===== config.mk =====
export PLATFORM = sky130hd
export DESIGN_NAME = edge_event_window_counter
export DESIGN_NICKNAME = d
export VERILOG_FILES = /design/src/rtl/edge_event_window_counter.sv
export SDC_FILE = /design/constraint.sdc
export NUM_CORES = 1
export LEC_CHECK = 0
export CELL_PAD_IN_SITES_DETAIL_PLACEMENT = 2
export CELL_PAD_IN_SITES_GLOBAL_PLACEMENT = 2
export CORE_MARGIN = 2
export CORE_UTILIZATION = 39
export DETAILED_ROUTE_END_ITERATION = 8
export PLACE_DENSITY_LB_ADDON = 0.1
export SYNTH_ARGS = -nofsm -noshare
export SYNTH_HDL_FRONTEND = slang
export SYNTH_SLANG_ARGS = --single-unit

===== constraint.sdc =====
create_clock -name clock -period 4.4 [get_ports clock]
set_input_delay 0.88 -clock clock [delete_from_list [all_inputs] [get_ports clock]]
set_output_delay 0.88 -clock clock [all_outputs]
set_load 0.01 [all_outputs]

===== src/rtl/edge_event_window_counter.sv =====
// Windowed counter of single-cycle edge pulses with a registered valid/ready result.
// Optional macro EDGE_FIRST_TS_EN adds first_ts, the in-window offset of the first pulse.
module edge_event_window_counter #(
  parameter int CNT_W = 8,
  parameter int WIN_W = 16
) (
  input  logic             clock,
  input  logic             reset,
  input  logic             enable,
  input  logic [WIN_W-1:0] window_len,
  input  logic             edge_pulse,
  output logic [CNT_W-1:0] count_out,
  output logic             count_sat,
  output logic             count_valid,
  input  logic             count_ready,
  output logic             overrun,
`ifdef EDGE_FIRST_TS_EN
  output logic [WIN_W-1:0] first_ts,
`endif
  output logic             busy
);

  typedef enum logic {IDLE, COUNT} state_t;

  localparam logic [CNT_W-1:0] CMAX = '1;
  localparam logic [WIN_W-1:0] ONE  = {{(WIN_W-1){1'b0}}, 1'b1};

  state_t           state_q, state_d;
  logic [WIN_W-1:0] len_q, len_d;
  logic [WIN_W-1:0] win_q, win_d;
  logic [CNT_W-1:0] acc_q, acc_d;
  logic             sat_q, sat_d;
  logic [CNT_W-1:0] out_q, out_d;
  logic             osat_q, osat_d;
  logic             valid_q, valid_d;
  logic             ovr_q, ovr_d;

  logic             hit;
  logic             win_end;
  logic [WIN_W-1:0] len_start;
  logic [CNT_W-1:0] acc_nx;
  logic             sat_nx;

  assign hit       = edge_pulse && (state_q == COUNT);
  assign win_end   = (state_q == COUNT) && (win_q == len_q - ONE);
  assign len_start = (window_len == '0) ? ONE : window_len;
  assign acc_nx    = (hit && acc_q != CMAX) ? acc_q + 1'b1 : acc_q;
  assign sat_nx    = sat_q | (hit && acc_q == CMAX);

  always_comb begin
    state_d = state_q;
    len_d   = len_q;
    win_d   = win_q;
    acc_d   = acc_q;
    sat_d   = sat_q;
    unique case (state_q)
      IDLE: begin
        if (enable) begin
          state_d = COUNT;
          len_d   = len_start;
          win_d   = '0;
          acc_d   = '0;
          sat_d   = 1'b0;
        end
      end
      COUNT: begin
        if (win_end) begin
          state_d = enable ? COUNT : IDLE;
          len_d   = len_start;
          win_d   = '0;
          acc_d   = '0;
          sat_d   = 1'b0;
        end else begin
          win_d = win_q + ONE;
          acc_d = acc_nx;
          sat_d = sat_nx;
        end
      end
      default: state_d = IDLE;
    endcase
  end

  // A new result always wins; losing an unconsumed one is flagged.
  always_comb begin
    out_d   = out_q;
    osat_d  = osat_q;
    valid_d = valid_q & ~count_ready;
    ovr_d   = ovr_q;
    if (win_end) begin
      out_d   = acc_nx;
      osat_d  = sat_nx;
      valid_d = 1'b1;
      ovr_d   = ovr_q | (valid_q & ~count_ready);
    end
  end

  always_ff @(posedge clock or negedge reset) begin
    if (!reset) begin
      state_q <= IDLE;
      len_q   <= '0;
      win_q   <= '0;
      acc_q   <= '0;
      sat_q   <= 1'b0;
      out_q   <= '0;
      osat_q  <= 1'b0;
      valid_q <= 1'b0;
      ovr_q   <= 1'b0;
    end else begin
      state_q <= state_d;
      len_q   <= len_d;
      win_q   <= win_d;
      acc_q   <= acc_d;
      sat_q   <= sat_d;
      out_q   <= out_d;
      osat_q  <= osat_d;
      valid_q <= valid_d;
      ovr_q   <= ovr_d;
    end
  end

`ifdef EDGE_FIRST_TS_EN
  logic [WIN_W-1:0] first_q, first_d;
  logic             seen_q, seen_d;
  logic [WIN_W-1:0] fts_q, fts_d;
  logic [WIN_W-1:0] fts_nx;

  assign fts_nx = seen_q ? first_q : (hit ? win_q : '1);

  always_comb begin
    first_d = first_q;
    seen_d  = seen_q;
    fts_d   = fts_q;
    if (win_end || state_q == IDLE) begin
      first_d = '0;
      seen_d  = 1'b0;
    end else if (hit && !seen_q) begin
      first_d = win_q;
      seen_d  = 1'b1;
    end
    if (win_end) fts_d = fts_nx;
  end

  always_ff @(posedge clock or negedge reset) begin
    if (!reset) begin
      first_q <= '0;
      seen_q  <= 1'b0;
      fts_q   <= '0;
    end else begin
      first_q <= first_d;
      seen_q  <= seen_d;
      fts_q   <= fts_d;
    end
  end

  assign first_ts = fts_q;
`endif

  assign count_out   = out_q;
  assign count_sat   = osat_q;
  assign count_valid = valid_q;
  assign overrun     = ovr_q;
  assign busy        = (state_q == COUNT);

endmodule


==> reports/metrics.yaml <==
tns_ns: 0
p_leak_uw: 0.001575
yosysUniqueCellTypes: 55
rows: 34
clk_transition_reported_paths_ns: 0.10
p_sw_uw: 449.1
crit_start: "len_q[0]"
finalCritPeriodShare_pct: 82.35
drc: 0
die_area_mm2: 0.009707
r2r_start: "len_q[0]"
io_buffers: 32
cts_sinks: 53
nets: 410
maxCapViolations: 0
crit_fanout: 16
finalPower_uw: 1288
start_util_pct: 40.15
wire_per_inst_um: 20.97
layout-drive-gt1-share_pct: 7.254
synthArstFlopShare_pct: 100.0
globalRouteOverflowTotal: 0
slew_headroom_pct: 45.81
synth-edff-count: 0
drtPass1Iterations: 4
n_antenna_cell: 0
dp_hpwl_mm: 7.548
status: "finished, final reports clean"
critPathCaptureType: "flip-flop"
cellPowerDensity_mw_per_mm2: 329.3
cts_made_buffers: 5
drtIter0Drc: 85
required_ns: 4.59
period_minus_slack_ns: 3.623
ios: 33
combPwrFrac_pct: 26.3
hold_start: "overrun"
synth.ff_latch_count: 53
place.gp.congestion: 0.8245
tritoncts: "built"
setup_viol: 0
cts-resized-gates: 0
h-tree-depth: 2
dieHeight_um: 98.53
areaGrowthSynthToFinish_pct: 12.24
hold_slack_ns: 0.4826
track_usage_pct: 22.66
final-max-slew-violation-count: 0
grt_pass1_wl_mm: 17.55
insertion_delay_ns: 0.31
timing.fmax_ghz: 0.2760
hold_depth: 1
routed_via_density: 5.929
p_sw_share_pct: 34.86
routed-via-count: 2929
grt_pass1_vias: 3291
root_buffer: "clkbuf_8"
die_w_um: 98.53
ff2ff_path_depth: 9
syn_avg_cell_area_um2: 9.443
intPower_uw: 839.0
final_common_cell: "dfrtp_1"
synthesis.nets: 393
antenna_found_initial: 0
synth.cell_area_mm2: 0.003485
antenna_left: 0
clock-skew-final_ns: 0.01309
hp-class: "flip-flop to flip-flop"
critPathLaunchType: "flip-flop"
cts_buffer_depth: 2
ff2ff_setup_slack_ns: 0.78
fp.coreArea_mm2: 0.008678
peakVddDrop_v: 0.0002121
synth_cells: 369
seq_area_frac_synth_pct: 38.06
grt_max_degree: 46
p_clk_share_pct: 21.5
criticalPathCategory: "flip-flop to flip-flop"
worstMarginPinSlew_ns: 0.8129
p_seq_share_pct: 52.2
synth_warnings: 0
mostFrequentLayoutCells: "53 x dfrtp_1, 31 x clkdlybuf4s50_1, 27 x nand2_1, 26 x nor3_1, 20 x xor2_1"
cts_hold_buf: 0
grt_setup_unrepaired: "no"
yosys_most_used_dff: "dfrtp_1"
worstPathArrival_ns: 3.81
wl_mm: 10.36
finalHoldViolCount: 0
cts_setup_buffers: 0
## layout make-up
class	count	area (µm²)
fillers	975	4767
multi-input cells	278	1959
repair buffers	40	375.4
well taps	108	135.1
clock buffers	5	68.82
clock inverters	2	16.27
flip-flops and latches	53	1326
inverters	8	30.03
## worst max-delay path: stages (launching register included)
cell     delay [ns]
dfrtp_1        0.47
inv_1          0.12
ha_1           0.22
or4b_1         0.60
o21ai_0        0.38
nand4_2        0.17
nor4_4         0.46
and3_1         0.65
buf_4          0.32
nor3_1         0.09
## registers in the layout, summed over array words and instances (netlist names)
signal	flops
overrun	1
count_out	8
busy	1
len_q	16
count_valid	1
acc_q	8
count_sat	1
win_q	16
sat_q	1
## metal layers
layer  global-route usage [%]  up-vias  part of all wire (%)
li1                         -     1387                     -
met1                    31.76     1501                    47
met2                    37.89       33                    49
met3                    2.553        8                   2.2
met4                    5.163        0                   1.1
met5                        0        -                     0
## power groups by stage
stage	Clock (µW)	Combinational, µW	Sequential (µW)
2_1_floorplan	0	252	648
3_3_place_gp	0	321	676
3_5_place_dp	0	341	682
4_1_cts	288	347	674
5_1_grt	304	386	689
6_report	277	338	672
## worst paths after layout
| check | to |
|---|---|
| setup / recovery | win_q[10] |
| hold / removal | overrun |
| setup reg to reg | win_q[10] |
| hold reg to reg | overrun |
| max in group asynchronous | win_q[15] |
| min in group asynchronous | count_out[2] |
## stage by stage
| stage | util, % | worst slack (ns) | instance area, µm² | std cells |
|---|---|---|---|---|
| after floorplan | - | 1.561 | 3485 | 369 |
| after global placement | 44.09 | 0.9739 | 3826 | 487 |
| after detailed placement | 44.09 | 0.7751 | 3826 | 487 |
| after CTS | 45.07 | 0.7565 | 3911 | 494 |
| after global routing | 45.07 | 0.4783 | 3911 | 494 |
| final | 45.07 | 0.7767 | 3911 | 494 |
## synthesized netlist by cell type (3+ instances only)
| library cell | n | area [µm²] |
|---|---|---|
| a211o_1 | 9 | 78.83 |
| a21o_1 | 3 | 22.52 |
| a21oi_1 | 18 | 90.09 |
| a22o_1 | 7 | 61.31 |
| a311o_1 | 7 | 70.07 |
| and3_1 | 10 | 62.56 |
| buf_2 | 6 | 30.03 |
| buf_4 | 4 | 30.03 |
| buf_6 | 3 | 33.78 |
| clkbuf_1 | 14 | 52.55 |
| dfrtp_1 | 53 | 1326 |
| ha_1 | 3 | 37.54 |
| inv_1 | 8 | 30.03 |
| mux2_1 | 6 | 67.56 |
| mux2i_1 | 18 | 180.2 |
| nand2_1 | 27 | 101.4 |
| nand3_1 | 12 | 60.06 |
| nand4_1 | 7 | 43.79 |
| nor2_1 | 16 | 60.06 |
| nor2b_1 | 6 | 37.54 |
| nor3_1 | 26 | 130.1 |
| nor4_1 | 6 | 37.54 |
| o21ai_0 | 4 | 20.02 |
| o22ai_1 | 16 | 100.1 |
| or2_2 | 3 | 18.77 |
| or3_1 | 3 | 18.77 |
| xnor2_1 | 19 | 166.4 |
| xor2_1 | 20 | 175.2 |
## cell families (layout without fill, tap and decap cells)
family,count (synthesis),count (layout),share of synthesized area [%]
AND/OR/NAND/NOR,131,131,20.75
AO/OA/AOI/OAI,79,79,16.84
flip-flops,53,53,38.06
XOR/XNOR,39,39,9.803
buffers and inverters,38,55,5.709
multiplexers,26,26,7.756
adder cells (fa/ha/maj),3,3,1.077
Note: power is estimated with default switching activity, not from simulation.
